**src/rtl/ram512_arbiter_if.sv**
```systemverilog
// Bus bundle between two requesters, the ram512_arbiter and a single-port async-read RAM.
// slave = arbiter side, master = requesters plus RAM model side.
interface ram512_arbiter_if #(
  parameter int ADDR_WIDTH = 9,
  parameter int DATA_WIDTH = 8
);
  logic                  aReq;
  logic                  bReq;
  logic                  aRw;
  logic                  bRw;
  logic [ADDR_WIDTH-1:0] aAddress;
  logic [ADDR_WIDTH-1:0] bAddress;
  logic [DATA_WIDTH-1:0] aDataIn;
  logic [DATA_WIDTH-1:0] bDataIn;
  logic [DATA_WIDTH-1:0] aDataOut;
  logic [DATA_WIDTH-1:0] bDataOut;
  logic                  aAck;
  logic                  bAck;
  logic [ADDR_WIDTH-1:0] ramAddress;
  logic                  ramSelect;
  logic                  ramRw;
  logic [DATA_WIDTH-1:0] ramDataIn;
  logic [DATA_WIDTH-1:0] ramDataOut;
  logic                  busy;

  modport slave (
    input  aReq, bReq, aRw, bRw, aAddress, bAddress, aDataIn, bDataIn, ramDataOut,
    output aDataOut, bDataOut, aAck, bAck, ramAddress, ramSelect, ramRw, ramDataIn, busy
  );

  modport master (
    output aReq, bReq, aRw, bRw, aAddress, bAddress, aDataIn, bDataIn, ramDataOut,
    input  aDataOut, bDataOut, aAck, bAck, ramAddress, ramSelect, ramRw, ramDataIn, busy
  );
endinterface

```
**src/rtl/ram512_arbiter.sv**
```systemverilog
// Two-port arbiter sequencing accesses to a 512-entry RAM with a registered strobe.
// Define RAM512_ARB_ROUND_ROBIN_EN for round-robin arbitration; default is fixed A priority.
//
// state   | meaning
// IDLE    | sample requests, grant one and latch its command onto the RAM bus
// SETUP   | RAM inputs settle, strobe low
// STROBE  | ramSelect high, RAM performs the access on its rising edge
// CAPTURE | strobe low, read data loaded into the granted port's register
// DONE    | Ack pulse to the granted port
module ram512_arbiter #(
  parameter int ADDR_WIDTH = 9,
  parameter int DATA_WIDTH = 8
) (
  input logic               clock,
  input logic               resetN,
  ram512_arbiter_if.slave   bus
);

  typedef enum logic [2:0] {
    IDLE    = 3'd0,
    SETUP   = 3'd1,
    STROBE  = 3'd2,
    CAPTURE = 3'd3,
    DONE    = 3'd4
  } state_t;

  state_t state;
  state_t state_nxt;

  logic                  grant_go;
  logic                  pick_b;
  logic                  grant_b;
  logic                  ram_select_nxt;
  logic                  a_ack_nxt;
  logic                  b_ack_nxt;
  logic                  capture_a;
  logic                  capture_b;

  logic                  ram_select_q;
  logic                  ram_rw_q;
  logic [ADDR_WIDTH-1:0] ram_address_q;
  logic [DATA_WIDTH-1:0] ram_data_in_q;
  logic [DATA_WIDTH-1:0] a_data_out_q;
  logic [DATA_WIDTH-1:0] b_data_out_q;
  logic                  a_ack_q;
  logic                  b_ack_q;

`ifdef RAM512_ARB_ROUND_ROBIN_EN
  logic last_grant_b;
`endif

  always_comb begin
    grant_go = bus.aReq | bus.bReq;
`ifdef RAM512_ARB_ROUND_ROBIN_EN
    if (bus.aReq && bus.bReq) begin
      pick_b = ~last_grant_b;
    end else begin
      pick_b = bus.bReq;
    end
`else
    pick_b = ~bus.aReq;
`endif
  end

  always_ff @(posedge clock or negedge resetN) begin
    if (!resetN) begin
      state <= IDLE;
    end else begin
      state <= state_nxt;
    end
  end

  always_comb begin
    state_nxt = state;
    case (state)
      IDLE:    if (grant_go) state_nxt = SETUP;
      SETUP:   state_nxt = STROBE;
      STROBE:  state_nxt = CAPTURE;
      CAPTURE: state_nxt = DONE;
      DONE:    state_nxt = IDLE;
      default: state_nxt = IDLE;
    endcase
  end

  // Outputs are computed one state ahead and registered so the strobe and acks are glitch-free.
  always_comb begin
    ram_select_nxt = (state == SETUP);
    a_ack_nxt      = (state == CAPTURE) && !grant_b;
    b_ack_nxt      = (state == CAPTURE) &&  grant_b;
    capture_a      = (state == CAPTURE) &&  ram_rw_q && !grant_b;
    capture_b      = (state == CAPTURE) &&  ram_rw_q &&  grant_b;
  end

  always_ff @(posedge clock or negedge resetN) begin
    if (!resetN) begin
      ram_select_q  <= 1'b0;
      ram_rw_q      <= 1'b1;
      ram_address_q <= '0;
      ram_data_in_q <= '0;
      a_data_out_q  <= '0;
      b_data_out_q  <= '0;
      a_ack_q       <= 1'b0;
      b_ack_q       <= 1'b0;
      grant_b       <= 1'b0;
    end else begin
      ram_select_q <= ram_select_nxt;
      a_ack_q      <= a_ack_nxt;
      b_ack_q      <= b_ack_nxt;
      if (state == IDLE && grant_go) begin
        grant_b       <= pick_b;
        ram_rw_q      <= pick_b ? bus.bRw      : bus.aRw;
        ram_address_q <= pick_b ? bus.bAddress : bus.aAddress;
        ram_data_in_q <= pick_b ? bus.bDataIn  : bus.aDataIn;
      end
      if (capture_a) a_data_out_q <= bus.ramDataOut;
      if (capture_b) b_data_out_q <= bus.ramDataOut;
    end
  end

`ifdef RAM512_ARB_ROUND_ROBIN_EN
  always_ff @(posedge clock or negedge resetN) begin
    if (!resetN) begin
      last_grant_b <= 1'b1;
    end else if (state == IDLE && grant_go) begin
      last_grant_b <= pick_b;
    end
  end
`endif

  assign bus.ramSelect  = ram_select_q;
  assign bus.ramRw      = ram_rw_q;
  assign bus.ramAddress = ram_address_q;
  assign bus.ramDataIn  = ram_data_in_q;
  assign bus.aDataOut   = a_data_out_q;
  assign bus.bDataOut   = b_data_out_q;
  assign bus.aAck       = a_ack_q;
  assign bus.bAck       = b_ack_q;
  assign bus.busy       = (state != IDLE);

endmodule
```
**src/flat_wrapper.sv**
```systemverilog
// flat-port wrapper written by rule: the top's interface ports become plain ports
module ram512_arbiter_flat 
#(
  parameter int ADDR_WIDTH = 9,
  parameter int DATA_WIDTH = 8
)
  (clock, resetN, bus_aReq, bus_bReq, bus_aRw, bus_bRw, bus_aAddress, bus_bAddress, bus_aDataIn, bus_bDataIn, bus_ramDataOut, bus_aDataOut, bus_bDataOut, bus_aAck, bus_bAck, bus_ramAddress, bus_ramSelect, bus_ramRw, bus_ramDataIn, bus_busy);
  ram512_arbiter_if #(.ADDR_WIDTH(ADDR_WIDTH), .DATA_WIDTH(DATA_WIDTH)) bus_i ();
  input logic clock;
  input logic resetN;
  input wire logic [$bits(bus_i.aReq)-1:0] bus_aReq;
  input wire logic [$bits(bus_i.bReq)-1:0] bus_bReq;
  input wire logic [$bits(bus_i.aRw)-1:0] bus_aRw;
  input wire logic [$bits(bus_i.bRw)-1:0] bus_bRw;
  input wire logic [$bits(bus_i.aAddress)-1:0] bus_aAddress;
  input wire logic [$bits(bus_i.bAddress)-1:0] bus_bAddress;
  input wire logic [$bits(bus_i.aDataIn)-1:0] bus_aDataIn;
  input wire logic [$bits(bus_i.bDataIn)-1:0] bus_bDataIn;
  input wire logic [$bits(bus_i.ramDataOut)-1:0] bus_ramDataOut;
  output wire logic [$bits(bus_i.aDataOut)-1:0] bus_aDataOut;
  output wire logic [$bits(bus_i.bDataOut)-1:0] bus_bDataOut;
  output wire logic [$bits(bus_i.aAck)-1:0] bus_aAck;
  output wire logic [$bits(bus_i.bAck)-1:0] bus_bAck;
  output wire logic [$bits(bus_i.ramAddress)-1:0] bus_ramAddress;
  output wire logic [$bits(bus_i.ramSelect)-1:0] bus_ramSelect;
  output wire logic [$bits(bus_i.ramRw)-1:0] bus_ramRw;
  output wire logic [$bits(bus_i.ramDataIn)-1:0] bus_ramDataIn;
  output wire logic [$bits(bus_i.busy)-1:0] bus_busy;
  assign bus_i.aReq = bus_aReq;
  assign bus_i.bReq = bus_bReq;
  assign bus_i.aRw = bus_aRw;
  assign bus_i.bRw = bus_bRw;
  assign bus_i.aAddress = bus_aAddress;
  assign bus_i.bAddress = bus_bAddress;
  assign bus_i.aDataIn = bus_aDataIn;
  assign bus_i.bDataIn = bus_bDataIn;
  assign bus_i.ramDataOut = bus_ramDataOut;
  assign bus_aDataOut = bus_i.aDataOut;
  assign bus_bDataOut = bus_i.bDataOut;
  assign bus_aAck = bus_i.aAck;
  assign bus_bAck = bus_i.bAck;
  assign bus_ramAddress = bus_i.ramAddress;
  assign bus_ramSelect = bus_i.ramSelect;
  assign bus_ramRw = bus_i.ramRw;
  assign bus_ramDataIn = bus_i.ramDataIn;
  assign bus_busy = bus_i.busy;
  ram512_arbiter #(.ADDR_WIDTH(ADDR_WIDTH), .DATA_WIDTH(DATA_WIDTH)) u_core (.clock(clock), .resetN(resetN), .bus(bus_i));
endmodule
```
**config.mk**
```make
export PLATFORM = sky130hd
export DESIGN_NAME = ram512_arbiter_flat
export DESIGN_NICKNAME = d
export VERILOG_FILES = /design/src/rtl/ram512_arbiter_if.sv /design/src/rtl/ram512_arbiter.sv /design/src/flat_wrapper.sv
export SDC_FILE = /design/constraint.sdc
export NUM_CORES = 1
export LEC_CHECK = 0
export BUFFER_PORTS_ARGS = -buffer_cell sky130_fd_sc_hd__buf_2
export CAP_MARGIN = 40
export CORE_ASPECT_RATIO = 1.25
export CORE_MARGIN = 2
export CORE_UTILIZATION = 49
export CTS_CLUSTER_DIAMETER = 150
export DETAILED_ROUTE_END_ITERATION = 8
export GPL_TIMING_DRIVEN = 0
export PLACE_DENSITY = 0.84
export SETUP_SLACK_MARGIN = 0.5
export SYNTH_ARGS = -nofsm -noshare
export SYNTH_HDL_FRONTEND = slang
export SYNTH_SLANG_ARGS = --single-unit
```
**constraint.sdc**
```tcl
create_clock -name clock -period 3.68 [get_ports clock]
set_input_delay 0.552 -clock clock [delete_from_list [all_inputs] [get_ports clock]]
set_output_delay 0.552 -clock clock [all_outputs]
set_load 0.005 [all_outputs]
```
# --- Word-level counts from Yosys, hierarchy flattened ---
# Index checks and enable logic that the tools add are counted.
word_totals:
  ff_bits: 41
  input_bits: 48
  out_inout_bits: 38
classes:
  n_eq_ne: 4
  n_mux: 5
  n_bitwise: 2
  reduce_logical: 9
op_table:
  columns: ["operator", "count"]
  rows:
  - ["one-hot mux 3 bit (4 select lines)", 1]
  - ["two-way mux 9 bit", 1]
  - ["two-way mux 8 bit", 1]
  - ["equality test 3 x 2 -> 1 bit, second input constant", 2]
  - ["logical AND 1 bit", 6]
  - ["equality test 3 x 1 -> 1 bit, second input constant", 1]
  - ["logical NOT 3 bit", 1]
  - ["two-way mux 3 bit", 1]
  - ["nonzero test 3 bit", 1]
  - ["inequality test 2 x 1 -> 1 bit, second input constant", 1]
  - ["logical NOT 1 bit", 1]
  - ["two-way mux 1 bit", 1]
  - ["inverter 1 bit", 1]
  - ["bitwise OR 1 bit", 1]

# --- Longest topological paths before layout ---
depth:
  depth_word: 3
  mapped_depth: 5
  depth_no_buf: 4

# --- Least setup slack after synthesis ---
# Ideal clock, no wire load.
synth_timing:
  kind: "input to register"
  startpoint: "in bus_aReq"
  endpoint: "reg u_core.ram_data_in_q[0], in the netlist u_core.bus.ramDataIn[0]"
  setup_time_ns: 0.125
  arrival_time_ns: 1.484
  required_ns: 3.555
  slack_ns: 2.072
  path_stages: 3
  n_path_buf: 1
  path_cell_list: "clkbuf_1 mux2_2 mux2_2"
synth_between:
  elab_chain_cells: 2
  elab_cells_between_ends: 3
synth_rtl:
  columns: ["item", "line", "text"]
  rows:
  - ["from (decl)", "flat_wrapper.sv:11", "input wire logic [$bits(bus_i.aReq)-1:0] bus_aReq;"]
  - ["bitwise OR 1 bit", "ram512_arbiter.sv:53", "grant_go = bus.aReq | bus.bReq;"]
  - ["logical AND 1 bit", "ram512_arbiter.sv:109", "if (state == IDLE && grant_go) begin"]
  - ["to (signal assigned)", "ram512_arbiter.sv:113", "ram_data_in_q <= pick_b ? bus.bDataIn : bus.aDataIn;"]
  - ["to (decl)", "ram512_arbiter.sv:42", "logic [DATA_WIDTH-1:0] ram_data_in_q;"]
# Several ways; a longest one is shown, not always the timed one.
# A chain may end at the register's enable or synchronous reset.

# --- Final worst setup path ---
layout_timing:
  startpoint: "reg u_core.state[1]"
  endpoint: "out bus_busy"
layout_between:
  elab_chain_cells: 1
layout_rtl:
  columns: ["item", "line", "text"]
  rows:
  - ["from (decl)", "ram512_arbiter.sv:27", "state_t state;"]
  - ["from (signal assigned)", "ram512_arbiter.sv:69", "state <= state_nxt;"]
  - ["nonzero test 3 bit", "ram512_arbiter.sv:138", "assign bus.busy = (state != IDLE);"]
  - ["to (decl)", "flat_wrapper.sv:28", "output wire logic [$bits(bus_i.busy)-1:0] bus_busy;"]
# No other way between the ends.

==> impl_results.md <==
* Routability cong. at 0.7530
* Die X at 58.16 um
* Register area at 1027 um2
* Synth area leader: dfrtp_1
* Initial Utilization at 0.5114
* Worst path top cell family by delay: flip-flops
* Area contributors post-synth: dfrtp_1, mux2_2, mux2_4, dfstp_2, buf_6
* Clk_skew at 2.857 ps
* HPWL Detailed at 2887 um
* Hold crit path type: input port to async pin
* Slowest CP cell: dfrtp_1
* Max-cap violations at 0
* Fin nets at 255
* Seq cells post-synth at 41
* Min Tclk post-route at 1766 ps
* Gr usage total at 0.1944
* Vias in the first global route at 1,385
* Setup violators final at 0
* Post-synthesis cell count at 114
* Via count at 1,246
* CP bufs+invs at 2
* R2R setup slack at 1960 ps
* Inst Count DP at 239
* CTS Hold Bufs at 0
* Setup Fix Bufs, Post-CTS at 0
* Slew Limit Headroom at 0.6534
* CP Launch Type: flop
* Worst EP required at 3130 ps
* Fin worst setup slack at 1914 ps
* Total negative setup slack at 0 ps
* Final wirelength at 3745 um
* Pwr/cell area at 775.0 nW/um2
* Leak Pwr at 1.174 nW
* Boundary Pins at 86
* Met3 usage at 0.05235
* Initial antenna violation count at 0
* Detailed-route wire length per cell at 15.22 um
* Worst-skew pair later-pin latency at 280 ps
* DRC viols at 0
* Largest stage delay on the critical path at 440 ps
* Area post-placement at 2291 um2
* Row count at 24
* CTS resizes at 0
* Filler cells at 261
* Core area at 3513 um2
* Slew Viols, Final at 0
* Critical Path Sink Type: output pin
* Met1 usage at 0.1966
* Cell Area, Synth at 1797 um2
* Clock slew at reported path FFs at 70 ps
* Max FO, Critical Path at 5
* Largest net degree at the start of global routing at 42
* Non-filler cells, final at 246
* Outcome: complete, no violations
* Post-route cell area at 2377 um2
* Post-synthesis sequential area ratio at 0.5717
* Die footprint at 4170 um2
* Busiest layer in global routing: met2
* Final worst-path cycle share at 0.4800
* RSZ-0062 raised after global routing: false
* Met2 usage at 0.3737
* TritonCTS clock tree: yes
* Max Freq at 0.5661 GHz
* Synthesized area per cell at 15.76 um2
* DRT iter0 DRCs at 13
* TritonCTS buffer count at 5
* Grt ovf at 0
* CTS Buffer Depth at 2
* Drt first pass iters at 4
* Yosys cell types at 19
* Syn_nets at 162
* Die Span Y at 71.70 um
* Via/cell ratio at 5.065
* Synthesis-to-layout area growth at 32.31%
* CP Cell Sequence: nor3_2 > inv_2 > buf_2
* Pre-CTS setup slack at 1805 ps
* CTS HTree Levels at 2
* Actual slew at the worst max-slew pin at 519.8 ps
* Port Buffers at 85
* Setup CP Type: flop to output pin
* Maximum VDD drop at 0.5616 mV
* Fin. Hold Viols at 0
* First-pass GRT wire length at 6134 um
* # diodes at 0
* Setup crit start: u_core.state[1]
* YS warnings at 0
* Clock sinks at 41
* Synth top area share at 0.5571
* Worst r2r src: u_core.state[1]
* Root buf cell: clkbuf_8
* Post-route antenna net violation count at 0
* WP data arrival at 1210 ps
* Layout cells sized above 1 at 0.7343
* Area of the multi-input gates at 720.7 um2
-- per-stage QoR --
stage | utilization | total power, W | hold WS [ps]
3_3_place_gp | 0.6464 | 0.001522 | 485.6
3_5_place_dp | 0.6521 | 0.001575 | 491.2
2_1_floorplan | - | 0.001246 | 256.4
4_1_cts | 0.6766 | 0.001871 | 230.3
5_1_grt | 0.6766 | 0.001969 | 238.7
6_report | 0.6766 | 0.001843 | 220.3
-- cell usage after synthesis --
cell and count:
a21oi_1 2, and2_1 1, and3b_1 2, buf_6 2, buf_8 1, clkbuf_1 2, dfrtp_1 40, dfstp_2 1
inv_2 1, mux2_2 44, mux2_4 8, nand3_2 1, nor2_1 2, nor2_4 1, nor2b_1 1, nor3_1 2
nor3_2 1, nor3b_1 1, xnor2_1 1
-- registers in the layout (all words and copies together) (netlist names), 3 cells and up --
register               cells
u_core.bus.bDataOut        8
u_core.state               3
u_core.bus.aDataOut        8
u_core.bus.ramDataIn       8
u_core.bus.ramAddress      9
-- layout make-up --
type                    instances  area share
plain buffers                   5     0.01895
clock buffers                   7     0.03632
repair buffers                 86      0.1874
flip-flops and latches         41      0.4321
inverters                       1    0.001579
multi-input cells              67      0.3032
well taps                      39     0.02053
-- report_power, final --
part | switching, W | total (W) | internal (W)
clock network | 0.000139 | 0.000287 | 0.000149
registers | 0.000133 | 0.000815 | 0.000681
logic | 0.000278 | 0.000740 | 0.000462
total | 0.000550 | 0.00184 | 0.00129
-- worst paths after layout --
| check | end | depth (start not counted) |
|---|---|---|
| worst max-delay path | bus_busy | 3 |
| worst min-delay path | u_core.bus.ramAddress[8] | 2 |
| worst max register to register | u_core.bus.ramAddress[1] | 5 |
| worst min register to register | u_core.bus.ramDataIn[3] | 1 |
| max in group asynchronous | u_core.bus.ramRw | 2 |
| min in group clock | u_core.bus.ramDataIn[3] | 1 |
-- metal layers --
layer / vias to the layer above / wire, um
met5: - / 0
met4: 0 / 73
met3: 6 / 292
met2: 68 / 2034
met1: 585 / 1344
li1: 587 / -
-- placed cells by master, fill, tap and decap left out, types with 2 or more instances in the layout --
master | netlist | final
a21oi_1 | 2 | 2
and3b_1 | 2 | 2
buf_2 | 0 | 85
buf_6 | 2 | 2
clkbuf_1 | 2 | 3
clkbuf_8 | 0 | 6
dfrtp_1 | 40 | 40
mux2_2 | 44 | 44
mux2_4 | 8 | 8
nor2_1 | 2 | 2
nor3_1 | 2 | 2
-- worst register-to-register path, cell delays in order (launching register included) --
cell	delay [ps]
dfrtp_1	440
nor3_2	280
inv_2	90
nor2_4	270
buf_8	190
mux2_2	340
-- cell families (layout without fill, tap and decap cells) --
logic type / after synthesis / in the layout / share of synthesized area
XOR/XNOR: 1 / 1 / 0.004876
AO/OA/AOI/OAI: 2 / 2 / 0.005571
buffers and inverters: 6 / 99 / 0.02715
flip-flops: 41 / 41 / 0.5717
AND/OR/NAND/NOR: 12 / 12 / 0.04806
multiplexers: 52 / 52 / 0.3426
Note: power is estimated with default switching activity, not from simulation.
